===== config.mk =====
export PLATFORM = sky130hd
export DESIGN_NAME = id_ex_stage
export DESIGN_NICKNAME = d
export VERILOG_FILES = /design/src/rtl/id_ex_stage.sv
export SDC_FILE = /design/constraint.sdc
export NUM_CORES = 1
export LEC_CHECK = 0
export ABC_AREA = 1
export BUFFER_PORTS_ARGS = -buffer_cell sky130_fd_sc_hd__clkbuf_2
export CELL_PAD_IN_SITES_DETAIL_PLACEMENT = 0
export CELL_PAD_IN_SITES_GLOBAL_PLACEMENT = 2
export CORE_MARGIN = 3
export CORE_UTILIZATION = 25
export DETAILED_ROUTE_END_ITERATION = 12
export GPL_TIMING_DRIVEN = 0
export PLACE_DENSITY_LB_ADDON = 0.12
export SYNTH_ARGS = -nofsm -noshare
export SYNTH_HDL_FRONTEND = slang
export SYNTH_SLANG_ARGS = --single-unit

===== constraint.sdc =====
create_clock -name clk -period 3.9 [get_ports clk]
set_input_delay 0 -clock clk [delete_from_list [all_inputs] [get_ports clk]]
set_output_delay 0 -clock clk [all_outputs]
set_load 0.005 [all_outputs]

===== src/rtl/id_ex_stage.sv =====
// ID/EX pipeline register: captures decoded operands with EX/MEM/WB forwarding,
// inserts bubbles for load-use hazards and branch flushes, and counts load-use bubbles.
module id_ex_stage #(
  parameter int XLEN  = 32,
  parameter int AW    = 5,
  parameter int CNT_W = 16
) (
  input  logic            clk,
  input  logic            rst,
  input  logic            id_valid,
  input  logic [AW-1:0]   id_Rs1,
  input  logic [AW-1:0]   id_Rs2,
  input  logic [AW-1:0]   id_Rd,
  input  logic            id_RegW,
  input  logic            id_MemRead,
  input  logic [XLEN-1:0] id_imm,
  input  logic [XLEN-1:0] id_pc,
  input  logic [XLEN-1:0] rd1,
  input  logic [XLEN-1:0] rd2,
  input  logic [XLEN-1:0] ex_result,
  input  logic [AW-1:0]   mem_Rd,
  input  logic            mem_RegW,
  input  logic [XLEN-1:0] mem_result,
  input  logic [AW-1:0]   wb_Rd,
  input  logic            wb_RegW,
  input  logic [XLEN-1:0] wb_Wd,
  input  logic            flush,
  input  logic            ex_hold,
  output logic            stall,
  output logic            ex_valid,
  output logic            ex_RegW,
  output logic            ex_MemRead,
  output logic [AW-1:0]   ex_Rd,
  output logic [XLEN-1:0] ex_op1,
  output logic [XLEN-1:0] ex_op2,
  output logic [XLEN-1:0] ex_imm,
  output logic [XLEN-1:0] ex_pc,
  output logic [15:0]     bubble_cnt
);

  logic             ex_valid_q, ex_valid_d;
  logic             ex_regw_q, ex_regw_d;
  logic             ex_memread_q, ex_memread_d;
  logic [AW-1:0]    ex_rd_q, ex_rd_d;
  logic [XLEN-1:0]  ex_op1_q, ex_op1_d;
  logic [XLEN-1:0]  ex_op2_q, ex_op2_d;
  logic [XLEN-1:0]  ex_imm_q, ex_imm_d;
  logic [XLEN-1:0]  ex_pc_q, ex_pc_d;
  logic [CNT_W-1:0] bubble_cnt_q, bubble_cnt_d;

  logic            ex_fwd_ok;
  logic            load_use;
  logic [XLEN-1:0] op1_fwd, op2_fwd;

  // A load in EX has no data yet, so it must never feed the EX forward path.
  assign ex_fwd_ok = ex_valid_q & ex_regw_q & ~ex_memread_q;

  always_comb begin
    if (id_Rs1 == '0)                          op1_fwd = '0;
    else if (ex_fwd_ok && ex_rd_q == id_Rs1)   op1_fwd = ex_result;
    else if (mem_RegW && mem_Rd == id_Rs1)     op1_fwd = mem_result;
    else if (wb_RegW && wb_Rd == id_Rs1)       op1_fwd = wb_Wd;
    else                                       op1_fwd = rd1;
  end

  always_comb begin
    if (id_Rs2 == '0)                          op2_fwd = '0;
    else if (ex_fwd_ok && ex_rd_q == id_Rs2)   op2_fwd = ex_result;
    else if (mem_RegW && mem_Rd == id_Rs2)     op2_fwd = mem_result;
    else if (wb_RegW && wb_Rd == id_Rs2)       op2_fwd = wb_Wd;
    else                                       op2_fwd = rd2;
  end

  assign load_use = id_valid & ex_valid_q & ex_memread_q & (ex_rd_q != '0) &
                    ((ex_rd_q == id_Rs1) | (ex_rd_q == id_Rs2));

  assign stall = ex_hold | (load_use & ~flush);

  always_comb begin
    ex_valid_d   = ex_valid_q;
    ex_regw_d    = ex_regw_q;
    ex_memread_d = ex_memread_q;
    ex_rd_d      = ex_rd_q;
    ex_op1_d     = ex_op1_q;
    ex_op2_d     = ex_op2_q;
    ex_imm_d     = ex_imm_q;
    ex_pc_d      = ex_pc_q;
    bubble_cnt_d = bubble_cnt_q;
    if (flush || (!ex_hold && load_use)) begin
      ex_valid_d   = 1'b0;
      ex_regw_d    = 1'b0;
      ex_memread_d = 1'b0;
      ex_rd_d      = '0;
      ex_op1_d     = '0;
      ex_op2_d     = '0;
      ex_imm_d     = '0;
      ex_pc_d      = '0;
      // Only genuine load-use bubbles are counted; flush bubbles are not.
      if (!flush && bubble_cnt_q != '1) bubble_cnt_d = bubble_cnt_q + CNT_W'(1);
    end else if (!ex_hold) begin
      ex_valid_d   = id_valid;
      ex_regw_d    = id_RegW & id_valid;
      ex_memread_d = id_MemRead & id_valid;
      ex_rd_d      = id_Rd;
      ex_op1_d     = op1_fwd;
      ex_op2_d     = op2_fwd;
      ex_imm_d     = id_imm;
      ex_pc_d      = id_pc;
    end
  end

  always_ff @(posedge clk) begin
    if (!rst) begin
      ex_valid_q   <= 1'b0;
      ex_regw_q    <= 1'b0;
      ex_memread_q <= 1'b0;
      ex_rd_q      <= '0;
      ex_op1_q     <= '0;
      ex_op2_q     <= '0;
      ex_imm_q     <= '0;
      ex_pc_q      <= '0;
      bubble_cnt_q <= '0;
    end else begin
      ex_valid_q   <= ex_valid_d;
      ex_regw_q    <= ex_regw_d;
      ex_memread_q <= ex_memread_d;
      ex_rd_q      <= ex_rd_d;
      ex_op1_q     <= ex_op1_d;
      ex_op2_q     <= ex_op2_d;
      ex_imm_q     <= ex_imm_d;
      ex_pc_q      <= ex_pc_d;
      bubble_cnt_q <= bubble_cnt_d;
    end
  end

  assign ex_valid   = ex_valid_q;
  assign ex_RegW    = ex_regw_q;
  assign ex_MemRead = ex_memread_q;
  assign ex_Rd      = ex_rd_q;
  assign ex_op1     = ex_op1_q;
  assign ex_op2     = ex_op2_q;
  assign ex_imm     = ex_imm_q;
  assign ex_pc      = ex_pc_q;
  // A narrower counter saturates at its own all-ones value, zero-extended here.
  assign bubble_cnt = 16'(bubble_cnt_q);

endmodule

==> results.ini, run 1 <==
[run]
maxCapViolCount = 0

[worst_hold_path]
hp-class = in -> reg

[sta]
hold_slack_ps = -1.78
hold_viol = 1
relSlewSlack = 0.532
setup_viol = 0
fmax_ghz = 0.386
worstMarginPinSlew_ps = 702
fin_crit_ps = 2590
fin_ws_ps = 1310
tns_ps = 0
rsz0062_at_grt = no
drv_slew = 0
fin_skew_ps = 12.5
finalCritPeriodShare = 0.665

[clock_tree]
clk_pin_slew_worst_paths_ps = 70
ctsResizeCount = 0
clock-root-buffer = clkbuf_16
cts-htree-levels = 4
cts_sinks = 152
cts_hold_buf = 132
numCtsBuffers = 17
clk_latency_ps = 450
clock_path_buffers = 2
postCtsSetupBuffers = 0
tritoncts = yes

[floorplan]
die_x_um = 198
fp.dieH_um = 198
num_io_pins = 411
start_util = 0.256
num_rows = 69
die-area_um2 = 39000
core_area_um2 = 35800

[global_routing]
antenna_found_initial = 10
grt_pass1_wl_um = 67500
grt_max_degree = 17
grt_remaining_overflow = 0
track_usage = 0.226
grt_pass1_vias = 11700

[yosys]
ys_types = 29
ys_seq_area_frac = 0.332
syn_area_per_cell_um2 = 6.30
synth_nets = 1714
ys.warnings.count = 0
ys_ff_latch = 152
syn_inst = 1455
synth.cell_area_um2 = 9170

[worst_setup_path]
cp_max_fo = 10
worstSetupPathType = reg -> reg
endpoint_kind = register
worst-path-buf-inv = 4
cp_common_cell = nand2_1
crit_required_ps = 4220
setup.worst_path.start_class = register
cp_slowest_stage_delay_ps = 540
cp_cell_sequence = inv_1 > nand2_1 > nand2_1 > nor2_2 > nand4_2 > clkbuf_1 > o21ai_0 > inv_1 > nand2_1 > dlygate4sd3_1 > a21oi_1
crit_slowest_cell = dlygate4sd3_1
arrival_ps = 2920
crit_family = buffers and inverters

[final_layout]
layout-drive-gt1-share = 0.271
num-fill-cells = 4060
final_nets = 2274
syn_to_final_growth_pct = 49.4
fin_area_um2 = 13700
final_util = 0.382

[route]
vias = 11700
routed_wl_um = 45700
avgViaCountPerCell = 4.69
firstDrtPassIters = 5
post-route-drc-count = 0
routedWlPerCell_um = 18.3
drt-initial-drc-count = 638
postRouteAntennaNets = 0

[pwr]
switching_share = 0.312
ir_drop_v = 0.000311
p_int_mw = 2.89
combPwrFrac = 0.214
power_density_nw_per_um2 = 307
power.leakage_nw = 6.78
p_sw_mw = 1.31
pwr-share-clk = 0.399
power_frac_seq = 0.387

[place]
hpwl_um = 36200
numPortBuffers = 409
place_area_um2 = 11800
dp_slack_ps = 1670
place_congestion = 0.851

[outcome]
run_status = finished, violations left
violations = negative hold slack

==> cell usage in the layout (no fill, tap or decap), drive strengths merged, types with 45 or more instances in the layout <==
master / netlist / final
clkbuf: 60 / 490
nand3: 152 / 152
inv: 200 / 206
nand2: 410 / 410
dfxtp: 152 / 152
nand4: 134 / 134
dlygate4sd3: 0 / 132
o21ai: 76 / 76
buf: 45 / 45
nor2: 57 / 57
a21oi: 144 / 144
==> flip-flops by register name (all words and copies together) (netlist names) <==
name        flops
ex_MemRead      1
ex_RegW         1
ex_imm         32
ex_pc          32
bubble_cnt     16
ex_Rd           5
ex_op1         32
ex_valid        1
ex_op2         32
==> cell usage after synthesis <==
library cell / n / area (um^2)
nand4_2: 2 / 25.0
o21ai_0: 73 / 365
buf_2: 33 / 165
nand2_2: 2 / 12.5
a211oi_1: 5 / 37.5
nand4_1: 132 / 826
nand2_1: 408 / 1530
nor2_2: 9 / 56.3
nor3_1: 3 / 15.0
nor2_4: 1 / 11.3
nand3_2: 5 / 50.1
nor2_1: 47 / 176
inv_2: 10 / 37.5
o22ai_1: 2 / 12.5
buf_6: 2 / 22.5
xnor2_1: 6 / 52.6
o21ai_1: 3 / 15.0
dfxtp_1: 152 / 3040
a21oi_1: 101 / 505
clkbuf_1: 60 / 225
buf_1: 6 / 22.5
inv_1: 190 / 713
a21oi_2: 43 / 377
xor2_1: 5 / 43.8
a22oi_1: 2 / 15.0
o21bai_1: 1 / 7.51
buf_8: 4 / 60.1
nand3_1: 147 / 736
ha_1: 1 / 12.5
==> worst reg2reg max path, stage by stage (launching register included) <==
cell and delay (ps):
dfxtp_1 380, inv_1 110, nand2_1 70, nand2_1 60, nor2_2 140, nand4_2 360
clkbuf_1 410, o21ai_0 250, inv_1 60, nand2_1 60, dlygate4sd3_1 540, a21oi_1 50
==> area by class of cell <==
type | instances | area (um^2) | area share
inverters | 200 | 751 | 0.0548
clock inverters | 11 | 110 | 0.00804
repair buffers | 541 | 3370 | 0.246
diodes | 5 | 12.5 | 0.000913
clock buffers | 21 | 460 | 0.0336
well taps | 461 | 577 | 0.0421
flip-flops and latches | 152 | 3040 | 0.222
plain buffers | 105 | 495 | 0.0362
multi-input cells | 998 | 4880 | 0.356
==> kinds of logic after synthesis <==
logic type / synth area share
AND/OR/NAND/NOR: 0.375
buffers and inverters: 0.136
AO/OA/AOI/OAI: 0.146
flip-flops: 0.332
XOR/XNOR: 0.0105
adder cells (fa/ha/maj): 0.00136
==> stage by stage <==
stage / instances / power [mW]
after detailed placement: 2325 / 2.45
after CTS: 2489 / 4.25
after global routing: 2494 / 4.41
final: 2494 / 4.20
after floorplan: 1455 / 2.06
after global placement: 2325 / 2.45
==> final timing paths <==
path                       from         end  slack (ps)  cells after the start
setup reg to reg       ex_Rd[3]  ex_op2[22]        1310                     11
hold / removal    mem_result[1]   ex_op2[1]          -2                      5
setup / recovery       ex_Rd[3]  ex_op2[22]        1310                     11
hold reg to reg       ex_pc[24]   ex_pc[24]         460                      2
==> layer usage <==
metal	global-route usage	part of all wire	routed length, um	up-vias
met5	0	0.0013	61	-
li1	-	-	-	5904
met3	0.0594	0.071	3240	61
met1	0.292	0.44	20200	5330
met2	0.372	0.46	21100	384
met4	0.0697	0.025	1140	10
==> power groups by stage <==
stage          logic (mW)  clock network (mW)  registers (mW)
2_1_floorplan       0.398                   0            1.66
3_3_place_gp        0.790                   0            1.66
3_5_place_dp        0.790                   0            1.66
4_1_cts             0.905                1.72            1.63
5_1_grt             0.993                1.78            1.63
6_report            0.900                1.68            1.63
No activity file was read; power rests on OpenSTA's default activity.
==> run 2, diff against run 1 <==
CORE_UTILIZATION = 24   (was 25)
clock period = 2.6 ns   (was 3.9 ns; I/O delays follow)
==> run 2 against run 1 <==
The run now ends clean. Worst setup slack worse by 1100 ps. Global-route usage is 0.18 points higher. Cell area is 1.4% higher. Clock power is 51% higher. Combinational power is 53% higher. Cell count is 2.2% higher.
==> results.ini, run 2 (synthesis results as in run 1) <==
[sta]
finalCritPeriodShare = 0.937
worstMarginPinSlew_ps = 786
fmax_ghz = 0.411
drv_slew = 0
setup_viol = 0
relSlewSlack = 0.476
rsz0062_at_grt = no
tns_ps = 0
hold_viol = 0
fin_skew_ps = 13.8
fin_crit_ps = 2440
hold_slack_ps = 28.5

[worst_setup_path]
crit_required_ps = 2930
worstSetupPathType = reg -> reg
startpoint = ex_valid
r2r_slack_ps = 160
cp_max_fo = 10
endpoint_kind = register
worstReg2RegStart = ex_valid
setup.worst_path.start_class = register
arrival_ps = 2770

[route]
routed_wl_um = 47000
routedWlPerCell_um = 18.4
postRouteAntennaNets = 0
m1WireLength_um = 21200
wl_met3_um = 2880
drt-initial-drc-count = 616
firstDrtPassIters = 5
vias = 11800
post-route-drc-count = 0
wl_met2_um = 21900
top_layer_used = met5
avgViaCountPerCell = 4.63

[clock_tree]
numCtsBuffers = 17
clk_pin_slew_worst_paths_ps = 80
clock_path_buffers = 2
postCtsSetupBuffers = 0
clock-root-buffer = clkbuf_16
cts-htree-levels = 4
clk_latency_ps = 460
tritoncts = yes
cts_sinks = 152

[final_layout]
fin_area_um2 = 13900
regArea_um2 = 3040
final_cells = 2548
syn_to_final_growth_pct = 51.4
layout-drive-gt1-share = 0.270
final_common_cell = clkbuf_2
mostFrequentLayoutCells = 411 x clkbuf_2, 408 x nand2_1, 190 x inv_1, 152 x dfxtp_1, 147 x nand3_1
num-fill-cells = 4291
final_nets = 2285
multi_input_area_um2 = 4900

[pwr]
power.leakage_nw = 6.85
ir_drop_v = 0.000461
power_density_nw_per_um2 = 458
finalPower_mw = 6.36

[floorplan]
core_area_um2 = 37100
start_util = 0.247
fp.dieH_um = 201
die_x_um = 201
die-area_um2 = 40600
num_rows = 70
num_io_pins = 411

[global_routing]
antenna_found_initial = 7
grt_pass1_wl_um = 71700
grt_pass1_vias = 12000
track_usage = 0.228
grt_remaining_overflow = 0
grt_max_degree = 17

[place]
dp_cells = 2368
place_area_um2 = 11900
place_congestion = 0.809
hpwl_um = 37000
numPortBuffers = 409

[worst_hold_path]
hp-class = in -> reg
hold_start = rd2[21]

[outcome]
run_status = finished, final reports clean

[run]
maxCapViolCount = 0

[run 2: cell count changes in the layout (fill, tap and decap cells not counted), moves of 2 or more]
cell           delta
dlygate4sd3_1    +11
buf_4             +2
buf_1             -2
clkbuf_2          +2
inv_6             -3
clkinv_4          +4
buf_2             -2
clkinvlp_4        -2
[run 2: per-layer routing]
metal	vias up	GRT usage
li1	5933	-
met1	5434	0.297
met2	362	0.381
met3	50	0.0537
met4	6	0.0588
met5	-	0
[run 2: power breakdown]
| group | total [mW] | switching [mW] | internal (mW) |
|---|---|---|---|
| clock network | 2.54 | 1.15 | 1.39 |
| registers | 2.44 | 0.0392 | 2.40 |
| logic | 1.38 | 0.817 | 0.562 |
| total | 6.36 | 2.01 | 4.35 |
[run 2: stage by stage]
stage	utilization	setup WS (ps)
floorplan	-	919
global placement	0.319	406
detailed placement	0.319	420
CTS	0.373	75.9
global route	0.374	8.49
finish	0.374	165
[run 2: final cells by class]
type,count,area share
Multi-Input combinational cell,998,0.353
Timing Repair Buffer,552,0.250
Sequential cell,152,0.219
Inverter,200,0.0540
Tap cell,504,0.0454
Buffer,105,0.0362
Clock buffer,22,0.0334
Clock inverter,10,0.00793
Antenna cell,5,0.000901
[run 2: repair_timing]
item                       in CTS  in global routing
resized for setup               0                  8
setup endpoints to repair       0                 14
hold endpoints to repair      139                  0
hold buffers                  143                  0
[run 2: path summary, 6_finish.rpt]
kind / endpoint / depth (start not counted)
max: ex_op2[9] / 9
min: ex_op2[21] / 7
max reg2reg: ex_op2[9] / 9
min reg2reg: ex_op1[31] / 2
[run 2: critical path, stage by stage (launching register included)]
cell	delay, ps
dfxtp_1	370
nand2_1	70
nor2_1	350
nand4_4	280
clkbuf_1	320
o21ai_0	220
inv_1	50
nand2_1	50
dlygate4sd3_1	540
a21oi_1	60
==> run 3, diff against run 2 <==
--- a/config.mk
+++ b/config.mk
@@ -6,10 +6,9 @@
 export NUM_CORES = 1
 export LEC_CHECK = 0
-export ABC_AREA = 1
 export BUFFER_PORTS_ARGS = -buffer_cell sky130_fd_sc_hd__clkbuf_2
 export CELL_PAD_IN_SITES_DETAIL_PLACEMENT = 0
 export CELL_PAD_IN_SITES_GLOBAL_PLACEMENT = 2
 export CORE_MARGIN = 3
-export CORE_UTILIZATION = 24
+export CORE_UTILIZATION = 21
 export DETAILED_ROUTE_END_ITERATION = 12
 export GPL_TIMING_DRIVEN = 0
==> constraint.sdc (replaced) <==
create_clock -name clk -period 2.2 [get_ports clk]
set_input_delay 0.33 -clock clk [delete_from_list [all_inputs] [get_ports clk]]
set_output_delay 0.33 -clock clk [all_outputs]
set_load 0.005 [all_outputs]
==> run 3 against run 2 <==
Flip-flop and latch count stayed put. Worst setup slack worse by 39 ps. Global-route usage is 3.4 points lower. Synthesized cell count is 39% lower. Sequential power is 18% higher. Total power is 5.8% higher. Largest cell class unchanged. Via count is 29% lower. Non-clock buffer count is 165 lower. Register-to-register slack hardly changed.
==> results.ini, run 3 <==
[yosys]
synth_nets = 1152
synth_commonest_cells = 152 x dfxtp_1, 145 x nor2_1, 140 x nand2_1, 77 x a21oi_1, 70 x mux2i_1
synth_area_leaders = dfxtp_1 41%, mux2i_1 9.4%, a311o_1 8.6%
ys.warnings.count = 0
ys_seq_area_frac = 0.410
async_flop_share = 0
synth.cell_area_um2 = 7420
synth_top_area_cell = dfxtp_1
syn_area_per_cell_um2 = 8.31
ys_ff_latch = 152
synth_most_common_cell = dfxtp_1
yosysTopAreaCellShare = 0.410
ys_types = 38
synth-edff-count = 0
synthFlopType = dfxtp_1
syn_inst = 893

[pwr]
power_density_nw_per_um2 = 622
power.leakage_nw = 5.03
finalPower_mw = 6.73
ir_drop_v = 0.000522

[sta]
setup_viol = 0
fin_crit_ps = 2070
worstMarginPinSlew_ps = 770
finalCritPeriodShare = 0.943
fmax_ghz = 0.482
relSlewSlack = 0.487
drv_slew = 0
hold_viol = 0
fin_skew_ps = 8.56
tns_ps = 0
fin_ws_ps = 126
rsz0062_at_grt = yes

[global_routing]
track_usage = 0.194
grt_pass1_vias = 8672
grt_pass1_wl_um = 55700
grt_max_degree = 17
grt_remaining_overflow = 0
antenna_found_initial = 4

[worst_setup_path]
arrival_ps = 1740
crit_slowest_cell = dfxtp_2
worst-path-buf-inv = 1
cp_slowest_stage_delay_ps = 350
crit_required_ps = 1870
worstSetupPathType = reg -> out
endpoint_kind = output pin
cp_cell_sequence = xor2_1 > nor3_2 > a22o_1 > nand2_1 > o21bai_1 > clkbuf_2
cp_max_fo = 5
setup.worst_path.start_class = register
crit_family = flip-flops

[floorplan]
die_x_um = 194
num_io_pins = 411
core_area_um2 = 34700
start_util = 0.214
fp.dieH_um = 194
num_rows = 68
die-area_um2 = 37600

[final_layout]
final_util = 0.311
syn_to_final_growth_pct = 45.6
final_nets = 1590
diodes = 0
mostFrequentLayoutCells = 430 x clkbuf_2, 146 x dfxtp_1, 145 x nor2_1, 140 x nand2_1, 76 x a21oi_1
layout-drive-gt1-share = 0.379
final_common_cell = clkbuf_2
final_cells = 1799

[clock_tree]
cts_sinks = 152
clk_pin_slew_worst_paths_ps = 70
clock_path_buffers = 2
numCtsBuffers = 17
clock-root-buffer = clkbuf_16
cts-htree-levels = 4
tritoncts = yes
cts_hold_buf = 0
clk_latency_ps = 450

[route]
postRouteAntennaNets = 0
firstDrtPassIters = 4
post-route-drc-count = 0
routed_wl_um = 37500
routedWlPerCell_um = 20.9
avgViaCountPerCell = 4.63
drt-initial-drc-count = 338
vias = 8329

[place]
numPortBuffers = 408
dp_slack_ps = -559
place_congestion = 0.778
dp_cells = 1756
hpwl_um = 29600

[run]
maxCapViolCount = 0

[worst_hold_path]
hp-class = in -> reg

[outcome]
run_status = finished, final reports clean

## run 3: per-layer routing
metal	routed length, um	share of wire	GRT usage	up-vias
li1	-	-	-	4089
met1	16400	0.44	0.242	3907
met2	17700	0.47	0.326	291
met3	2820	0.075	0.0632	34
met4	522	0.014	0.0481	8
met5	63	0.0017	0	-
## run 3: path summary, 6_finish.rpt
check / from / end / slack (ps) / depth (start not counted)
setup / recovery: ex_Rd[3] / stall / 130 / 6
hold / removal: id_pc[14] / ex_pc[14] / 110 / 3
setup reg to reg: bubble_cnt[5] / bubble_cnt[14] / 150 / 5
hold reg to reg: ex_pc[14] / ex_pc[14] / 500 / 2
## run 3: area by class of cell
cell class,count,area [um^2]
repair buffers,419,2140
plain buffers,73,355
inverters,5,18.8
well taps,455,569
clock buffers,18,439
fillers,3903,23900
multi-input cells,663,4120
flip-flops and latches,152,3050
clock inverters,14,115
## run 3: worst reg2reg max path, stage by stage (launching register included)
cell and delay, ps:
dfxtp_1 430, nand4_2 210, or2_4 310, or3_1 380, or4_1 500, a21oi_1 140
## run 3: cells by family after synthesis
kind of cell	count (synthesis)	share of synthesized area
flops	152	0.410
compound gates	227	0.226
simple gates	333	0.186
mux	70	0.0944
fa+ha+maj	1	0.00168
buf+inv	78	0.0442
xor+xnor	32	0.0377
## run 3: metrics by stage
stage | area, um^2 | hold slack, ps
floorplan | 7420 | 474
global placement | 10000 | 475
detailed placement | 10000 | 484
CTS | 10700 | 82.4
global route | 10800 | 95.6
finish | 10800 | 112
## run 3: repair_timing
action                     4_1_cts  5_1_grt
setup endpoints to repair      146       64
pin swaps                        5        2
buffers inserted                 8        3
gates resized for setup         32       19
## run 3: power breakdown
part	switching (mW)	total, mW	internal (mW)
sequential	0.0503	2.89	2.84
combinational	0.514	0.958	0.444
clock	1.38	2.88	1.50
